$ cat config.mk
export PLATFORM = sky130hd
export DESIGN_NAME = mem_access_stage_flat
export DESIGN_NICKNAME = d
export VERILOG_FILES = /design/src/rtl/mem_access_stage_if.sv /design/src/rtl/mem_access_stage.sv /design/src/flat_wrapper.sv
export SDC_FILE = /design/constraint.sdc
export NUM_CORES = 1
export LEC_CHECK = 0
export ABC_AREA = 1
export BUFFER_PORTS_ARGS = -buffer_cell sky130_fd_sc_hd__buf_2
export CAP_MARGIN = 20
export CORE_AREA = 2 2 108 110
export CTS_CLUSTER_SIZE = 25
export DETAILED_ROUTE_END_ITERATION = 6
export DIE_AREA = 0 0 110 112
export HOLD_SLACK_MARGIN = 0.05
export RECOVER_POWER = 50
export SLEW_MARGIN = 0
export SYNTH_ARGS = -nofsm -noshare
export SYNTH_HDL_FRONTEND = slang
export SYNTH_SLANG_ARGS = --single-unit
$ cat constraint.sdc
create_clock -name clock -period 1.7 [get_ports clock]
set_clock_uncertainty 0.15 [all_clocks]
set_input_delay 0.34 -clock clock [delete_from_list [all_inputs] [get_ports clock]]
set_output_delay 0.34 -clock clock [all_outputs]
set_load 0.01 [all_outputs]
$ cat src/rtl/mem_access_stage_if.sv
// Data-memory request/acknowledge bus between the memory stage and a
// variable-latency data memory. The stage drives the master side.
interface mem_access_stage_if #(
  parameter int ADDR_W = 12
);
  logic              dmem_req;
  logic              dmem_we;
  logic [ADDR_W-1:0] dmem_addr;
  logic [31:0]       dmem_wdata;
  logic [31:0]       dmem_rdata;
  logic              dmem_ack;

  modport master (
    output dmem_req, dmem_we, dmem_addr, dmem_wdata,
    input  dmem_rdata, dmem_ack
  );

  modport slave (
    input  dmem_req, dmem_we, dmem_addr, dmem_wdata,
    output dmem_rdata, dmem_ack
  );
endinterface

$ cat src/rtl/mem_access_stage.sv
// Memory stage between the XM and MW pipeline latches. Decodes LW/SW,
// runs a req/ack handshake with a variable-latency data memory, stalls
// upstream while an access is outstanding and feeds bubbles into MW.
// Optional feature macro: MEM_TIMEOUT_EN adds an ack watchdog that
// completes a hung access after TIMEOUT BUSY cycles with an exception.
module mem_access_stage #(
  parameter int          ADDR_W  = 12,
  parameter logic [4:0]  OP_SW   = 5'b00111,
  parameter logic [4:0]  OP_LW   = 5'b01000,
  parameter int          TIMEOUT = 16
) (
  input  logic        clock,
  input  logic        reset,
  input  logic [31:0] in_ALU_out,
  input  logic [31:0] in_B,
  input  logic [31:0] in_IR,
  input  logic        in_exception,
  output logic        stall,
  output logic [31:0] out_ALU_out,
  output logic [31:0] out_D,
  output logic [31:0] out_IR,
  output logic        out_exception,
  mem_access_stage_if.master bus
);

  typedef enum logic [1:0] {IDLE, BUSY, DONE} state_t;

  state_t      state_q;
  state_t      state_d;
  logic [31:0] rd_q;
  logic        is_ld;
  logic        is_st;
  logic        is_ls;
  logic        addr_ok;
  logic        mem_op;
  logic        req;
  logic        expire;
  logic        to_q;

  assign is_ld   = (in_IR[31:27] == OP_LW);
  assign is_st   = (in_IR[31:27] == OP_SW);
  assign is_ls   = is_ld | is_st;
  assign addr_ok = (in_ALU_out[31:ADDR_W] == '0);
  assign mem_op  = is_ls & ~in_exception & addr_ok;

  // Address and store data come straight from XM, which is frozen while busy.
  assign bus.dmem_req   = req;
  assign bus.dmem_we    = req & is_st;
  assign bus.dmem_addr  = in_ALU_out[ADDR_W-1:0];
  assign bus.dmem_wdata = in_B;

`ifdef MEM_TIMEOUT_EN
  localparam int CNT_W = $clog2(TIMEOUT + 1);
  logic [CNT_W-1:0] cnt_q;

  assign expire = (state_q == BUSY) && !bus.dmem_ack &&
                  (cnt_q == CNT_W'(TIMEOUT - 1));

  // Watchdog: counts unacknowledged BUSY cycles; to_q flags the DONE cycle.
  always_ff @(posedge clock) begin
    if (reset) begin
      cnt_q <= '0;
      to_q  <= 1'b0;
    end else begin
      if ((state_q == BUSY) && !bus.dmem_ack && !expire) cnt_q <= cnt_q + 1'b1;
      else                                               cnt_q <= '0;
      to_q <= expire;
    end
  end
`else
  assign expire = 1'b0;
  assign to_q   = 1'b0;
`endif

  // State register.
  always_ff @(posedge clock) begin
    if (reset) state_q <= IDLE;
    else       state_q <= state_d;
  end

  // Load data latch: captured on ack; stores and timeouts deliver zero.
  always_ff @(posedge clock) begin
    if (reset) begin
      rd_q <= '0;
    end else if (state_q == BUSY) begin
      if (bus.dmem_ack) rd_q <= is_st ? 32'd0 : bus.dmem_rdata;
      else if (expire)  rd_q <= '0;
    end
  end

  // Next state, handshake and MW-facing outputs.
  always_comb begin
    state_d       = state_q;
    req           = 1'b0;
    stall         = 1'b0;
    out_IR        = in_IR;
    out_ALU_out   = in_ALU_out;
    out_D         = '0;
    out_exception = in_exception | (is_ls & ~addr_ok);
    case (state_q)
      IDLE: begin
        if (mem_op) begin
          req           = 1'b1;
          stall         = 1'b1;
          out_IR        = '0;
          out_ALU_out   = '0;
          out_exception = 1'b0;
          state_d       = BUSY;
        end
      end
      BUSY: begin
        req           = 1'b1;
        stall         = 1'b1;
        out_IR        = '0;
        out_ALU_out   = '0;
        out_exception = 1'b0;
        if (bus.dmem_ack || expire) state_d = DONE;
      end
      DONE: begin
        out_D         = rd_q;
        out_exception = to_q;
        state_d       = IDLE;
      end
      default: state_d = IDLE;
    endcase
  end

endmodule
$ cat src/flat_wrapper.sv
// flat-port wrapper written by rule: the top's interface ports become plain ports
module mem_access_stage_flat 
#(
  parameter int          ADDR_W  = 12,
  parameter logic [4:0]  OP_SW   = 5'b00111,
  parameter logic [4:0]  OP_LW   = 5'b01000,
  parameter int          TIMEOUT = 16
)
  (clock, reset, in_ALU_out, in_B, in_IR, in_exception, stall, out_ALU_out, out_D, out_IR, out_exception, bus_dmem_req, bus_dmem_we, bus_dmem_addr, bus_dmem_wdata, bus_dmem_rdata, bus_dmem_ack);
  mem_access_stage_if #(.ADDR_W(ADDR_W)) bus_i ();
  input  logic clock;
  input  logic reset;
  input  logic [31:0] in_ALU_out;
  input  logic [31:0] in_B;
  input  logic [31:0] in_IR;
  input  logic in_exception;
  output logic stall;
  output logic [31:0] out_ALU_out;
  output logic [31:0] out_D;
  output logic [31:0] out_IR;
  output logic out_exception;
  output wire logic [$bits(bus_i.dmem_req)-1:0] bus_dmem_req;
  output wire logic [$bits(bus_i.dmem_we)-1:0] bus_dmem_we;
  output wire logic [$bits(bus_i.dmem_addr)-1:0] bus_dmem_addr;
  output wire logic [$bits(bus_i.dmem_wdata)-1:0] bus_dmem_wdata;
  input wire logic [$bits(bus_i.dmem_rdata)-1:0] bus_dmem_rdata;
  input wire logic [$bits(bus_i.dmem_ack)-1:0] bus_dmem_ack;
  assign bus_dmem_req = bus_i.dmem_req;
  assign bus_dmem_we = bus_i.dmem_we;
  assign bus_dmem_addr = bus_i.dmem_addr;
  assign bus_dmem_wdata = bus_i.dmem_wdata;
  assign bus_i.dmem_rdata = bus_dmem_rdata;
  assign bus_i.dmem_ack = bus_dmem_ack;
  mem_access_stage #(.ADDR_W(ADDR_W), .OP_SW(OP_SW), .OP_LW(OP_LW), .TIMEOUT(TIMEOUT)) u_core (.clock(clock), .reset(reset), .in_ALU_out(in_ALU_out), .in_B(in_B), .in_IR(in_IR), .in_exception(in_exception), .stall(stall), .out_ALU_out(out_ALU_out), .out_D(out_D), .out_IR(out_IR), .out_exception(out_exception), .bus(bus_i));
endmodule
==> reports/qor.yml, run 1 <==
crit_start: "in_ALU_out[14]"
final_hold_viol_count: 0
critPathMaxFanout: 5
drt_iter0_drc: 149
critical_path_class: "in -> out"
final_layout_size_suffix_gt1_share_pct: 47.99
p_leak_uw: 0.002306
die_w_um: 110
avgSynthCellArea_um2: 5.794
routed_wl_um: 10100
dpl.cell_count: 752
areaGrowthSynthToFinish_pct: 66.32
synth_compound_area_share_pct: 13.67
synth_top_family_by_area: "buffers and inverters"
antenna_cells: 0
synthAdderAreaFrac_pct: 0
drc: 0
p_per_area_nw_per_um2: 565.5
synth_nets: 568
drt_first_pass_iters: 4
grt_first_pass_wirelength_um: 14710
insertion_delay_ps: 270
numPortBuffers: 211
finalCritPeriodShare_pct: 120.9
end_kind: "output port"
setup_viol: 68
rr_endpoint: "u_core.rd_q[9]"
irDropWorstVdd_mv: 0.3995
synth.area.top_cells: "dfxtp_1, nor2_1, inv_1"
gp_congestion: 0.7938
required_ps: 1210
outcome: "finished, violations left"
fill_cells: 1222
multi_input_area_um2: 1194
r2r_start: "u_core.state_q[1]"
total_power_uw: 2376
rows: 39
final_common_cell: "buf_2"
setup_tns_ps: -18250
htree_levels: 2
rsz0062_at_grt: "yes"
stdcell_count: 766
antenna_found_initial: 0
start_util_pct: 22.61
tightest_slew_ps: 289.9
io_pins: 276
yosys.area_share.simple_pct: 25.56
synth.distinct_cells: 17
arrival_ps: 1560
cts_tree: "built"
viasPerCell: 4.000
syn_inst: 436
synth_xor_area_share_pct: 0
dp_hpwl_um: 7408
min-delay-path-class: "in -> reg"
final_area_um2: 4202
grt_start_max_net_pins: 65
regArea_um2: 681.9
layout_common_cells: "buf_2, inv_1, nor2_1"
worst_setup_path_start_kind: "input port"
die_y_um: 112
final_nets: 755
rr_worst_depth: 7
cts_root_buffer: "clkbuf_16"
ys_warn_count: 0
clock_sinks: 34
r2r_setup_slack_ps: 270
path_clk_slew_ps: 50
grt_pass1_vias: 2807
numCtsBuffers: 5
setup_slack_ps: -354.5
synth-seq-cells: 34
synth_top_area_cell: "dfxtp_1"
syn-cell-area_um2: 2526
muxShareOfSynthArea_pct: 0
grt_usage_pct: 15.43
cts.path.max_buffers: 2
endpoint: "out_IR[8]"
maxCapViolations: 0
fmax_mhz: 486.7
grt_overflow_total: 0
dieArea_um2: 12320
failed_checks: "negative setup slack"
hold_depth: 2
relSlewSlack_pct: 80.67
post-route-min-period_ps: 2055
hold_buffers: 0
ant_nets: 0
ys_seq_area_share_pct: 26.94
synth_top_area_share_pct: 26.94
core_area_um2: 11170
avgRoutedWirePerCell_um: 13.19
dpl-instance-area_um2: 3573
vias: 3064
drv_slew: 0
## sequential cells by signal, summed over array words and instances (netlist names)
signal and count:
u_core.state_q 2, u_core.rd_q 32
## synth_stat cells, drive strengths merged
master,n
nor2,113
inv,102
buf,53
nand2,47
a21oi,36
dfxtp,34
o21ai,33
clkbuf,14
nand3,3
nor3,1
## logic make-up (layout without fill, tap and decap cells)
family                 Yosys count  in the layout
and+or+nand+nor                164            164
DFF                             34             34
buffers and inverters          169            356
AOI/OAI and AO/OA               69             69
## critical path, stage by stage
cell and delay, ps:
buf_6 100, nor2_2 100, nand2_1 100, nor2_4 120
inv_2 50, nor2_4 140, nand2_4 80, nand2_8 110
buf_12 120, buf_16 130, nor2_1 40, buf_2 130
## metrics by stage
step                      util [%]  setup slack (ps)  hold slack (ps)
final                        37.60            -354.5            99.48
after global routing         37.60            -415.1            107.0
after CTS                    35.17            -365.6            90.20
after detailed placement     31.98            -403.5            375.1
after global placement       31.98            -331.6            375.0
after floorplan                  -            -13.25            266.8
## cell type report
type	instances	area share [%]
Clock buffer	6	3.306
Clock inverter	1	0.7147
Inverter	102	9.113
Multi-Input combinational cell	233	28.41
Sequential cell	34	16.23
Tap cell	143	4.258
Timing Repair Buffer	247	37.97
## per-layer routing
layer	vias up	GRT usage, %	routed length, um
met3	34	4.450	805
met2	108	25.19	4962
met1	1329	19.58	4147
met5	-	0	0
met4	0	4.388	189
li1	1593	-	-
## where the power goes
| group | leakage (uW) | total [uW] | switching, uW | internal [uW] |
|---|---|---|---|---|
| registers | 0.000274 | 797 | 0.0000165 | 797 |
| clock network | 0.0000829 | 1050 | 327 | 723 |
| logic | 0.00195 | 529 | 259 | 269 |
## how the worst min path moves through the flow
stage                          from                end  slack (ps)
finish                        reset  u_core.state_q[1]         100
global placement     u_core.rd_q[7]     u_core.rd_q[7]         380
CTS                           reset  u_core.state_q[1]          90
floorplan                     reset  u_core.state_q[1]         270
detailed placement  u_core.rd_q[11]    u_core.rd_q[11]         380
global route                  reset  u_core.state_q[1]         110
## repair_timing
item                                    4_1_cts  5_1_grt
gates resized for setup                      22       69
cloned                                        3        0
endpoints found under the setup margin       70      100
pin swaps                                     2       19
setup buffers                                 2        3
No activity file was read; power rests on OpenSTA's default activity.
==> inputs of run 2 (changes only) <==
==> constraint.sdc (replaced) <==
create_clock -name clock -period 1.7 [get_ports clock]
set_clock_uncertainty 0.15 [all_clocks]
set_input_delay 0.17 -clock clock [delete_from_list [all_inputs] [get_ports clock]]
set_output_delay 0.17 -clock clock [all_outputs]
set_load 0.01 [all_outputs]
==> run 2 against run 1 <==
  * Non-clock buffer count is 23 higher
  * Sequential cell count stayed put
  * Combinational power fell by 7.2%
  * Global-route usage shrank 0.52 points
  * Critical endpoint is now out_IR[10]
  * Setup slack improved by 290 ps
  * Design area decreased by 1.8%
  * Largest cell class unchanged
  * Final cell count is 3.0% higher
  * First-iteration DRC count up 4.7%
  * Critical path depth shrank 3
  * The run still ends with negative setup slack left
  * Sequential power barely moved
==> reports/qor.yml, run 2 (synthesis gave the netlist of run 1 again) <==
final_common_cell: "buf_2"
numCtsBuffers: 5  # unchanged
die_y_um: 112  # unchanged
cts.path.max_buffers: 2  # unchanged
cpPeakStageDelay_ps: 320  # +180 ps
end_kind: "output port"
maxCapViolations: 0  # unchanged
top_layer_used: "met5"
setup_viol: 60  # -12%
arrival_ps: 1440  # -120 ps
dieArea_um2: 12320  # unchanged
met2RoutedLength_um: 4506  # -9.2%
critPathMaxFanout: 16  # +11
final_hold_viol_count: 0  # unchanged
hold_ws_ps: 35.47  # -64.01 ps
core_area_um2: 11170  # unchanged
setup_slack_ps: -63.88  # +290.6 ps
gp_congestion: 0.7785  # -1.9%
fill_cells: 1202  # -1.6%
post-route-min-period_ps: 1764  # -290.6 ps
insertion_delay_ps: 270  # about the same
largest_reg_flops: 32  # unchanged
drt_iter0_drc: 156  # +4.7%
path_clk_slew_ps: 50  # about the same
areaGrowthSynthToFinish_pct: 63.25
routed_wl_um: 9567  # -5.3%
layout_common_cells: "buf_2, nor2_1, inv_1"
final_nets: 778  # +3.0%
io_pins: 276  # unchanged
rows: 39  # unchanged
cts_root_buffer: "clkbuf_16"
top_register: "u_core.rd_q"
antenna_cells: 0  # unchanged
p_leak_uw: 0.002280  # -1.1%
cts_tree: "built"
drt_first_pass_iters: 4  # unchanged
required_ps: 1380  # +170 ps
rsz0062_at_grt: "yes"
avgRoutedWirePerCell_um: 12.13  # -8.1%
tightest_slew_ps: 402.6  # +112.7 ps
path_cells: "inv_2 > nand2_2 > a21oi_2 > nand2_2 > nand2_4 > buf_12 > buf_12 > nor2_1 > buf_2"
die_w_um: 110  # unchanged
grt_start_max_net_pins: 49  # -25%
grt_overflow_total: 0  # unchanged
grt_first_pass_wirelength_um: 14470  # -1.6%
outcome: "finished, violations left"
relSlewSlack_pct: 73.16  # -7.5 points
drc: 0  # unchanged
grt_pass1_vias: 2983  # +6.3%
wl_met1_um: 3999  # -3.6%
utilization_pct: 36.91  # -0.69 points
p_per_area_nw_per_um2: 520.8  # -7.9%
stdcell_count: 789  # +3.0%
dpl.cell_count: 744  # -1.1%
worst_setup_path_start_kind: "flip-flop"
drv_slew: 0  # unchanged
total_power_uw: 2148  # -9.6%
dp_hpwl_um: 7036  # -5.0%
met3_length_um: 835  # +3.7%
setup_tns_ps: -2305  # +15940 ps
start_util_pct: 22.61  # unchanged
irDropWorstVdd_mv: 0.3563  # -11%
failed_checks: "negative setup slack"
critical_path_class: "reg -> out"
fmax_mhz: 566.9  # +16%
cp_slowest_cell: "dfxtp_2"
grt_usage_pct: 14.91  # -0.52 points
antenna_found_initial: 1  # +1
min-delay-path-class: "in -> reg"
htree_levels: 2  # unchanged
ant_nets: 0  # unchanged
viasPerCell: 3.982  # -0.44%
final_layout_size_suffix_gt1_share_pct: 38.85  # -9.1 points
reg_top3: "u_core.rd_q x32, u_core.state_q x2"
clock_sinks: 34  # unchanged
vias: 3142  # +2.5%
numPortBuffers: 211  # unchanged
finalCritPeriodShare_pct: 103.8  # -17 points
==> run 2: changes by cell type in the layout (fill, tap and decap cells not counted), sizes merged <==
cell         before  now
dlygate4sd3       0   33
buf             241  223
clkbuf           12   20
bufinv            1    0
clkinvlp          0    1
==> run 2: worst max-delay path: cells and delay by family, from the launching register on <==
kind                   cells  cell delay [ps]
buffers and inverters      4              460
DFF                        1              320
and+or+nand+nor            4              290
AOI/OAI and AO/OA          1              120
==> run 2: power breakdown <==
| part | leakage, uW | total, uW | internal, uW | switching, uW |
|---|---|---|---|---|
| Sequential | 0.000274 | 797 | 797 | 0.0000153 |
| Combinational | 0.00194 | 491 | 258 | 233 |
| Clock | 0.0000629 | 860 | 534 | 325 |
| Total | 0.00228 | 2150 | 1590 | 558 |
==> run 2: routing by layer <==
| layer | vias to the layer above | global-route usage, % |
|---|---|---|
| met5 | - | 0 |
| met1 | 1351 | 18.12 |
| met3 | 31 | 3.806 |
| met2 | 119 | 25.60 |
| met4 | 2 | 4.219 |
| li1 | 1639 | - |
==> run 2: repair_timing <==
item	4_1_cts	5_1_grt
gates cloned	2	0
pin swaps	2	0
gates resized for setup	22	10
setup buffers	2	2
hold endpoints to repair	33	0
hold buffers	33	0
endpoints found under the setup margin	67	67
==> run 2: final cells by class <==
class                   count  area [um2]  area share, %
multi-input cells         233        1044          25.30
well taps                 143       178.9          4.339
flip-flops and latches     34       681.9          16.54
inverters                 102       382.9          9.284
repair buffers            270        1700          41.23
clock buffers               6       128.9          3.125
clock inverters             1       7.507         0.1820
==> run 2: path summary, 6_finish.rpt <==
path / start / end / slack, ps / cells past startpoint
worst min-delay path: bus_dmem_ack / u_core.state_q[1] / 40 / 3
worst max-delay path: u_core.state_q[1] / out_IR[10] / -60 / 9
worst min register to register: u_core.rd_q[22] / u_core.rd_q[22] / 390 / 2
worst max register to register: u_core.state_q[1] / u_core.rd_q[9] / 100 / 7
==> run 2: per-stage QoR <==
| step | worst slack [ps] | area [um2] |
|---|---|---|
| 2_1_floorplan | 295.3 | 2526 |
| 3_3_place_gp | -37.61 | 3492 |
| 3_5_place_dp | -65.20 | 3492 |
| 4_1_cts | -97.73 | 4128 |
| 5_1_grt | -159.5 | 4124 |
| 6_report | -63.88 | 4124 |
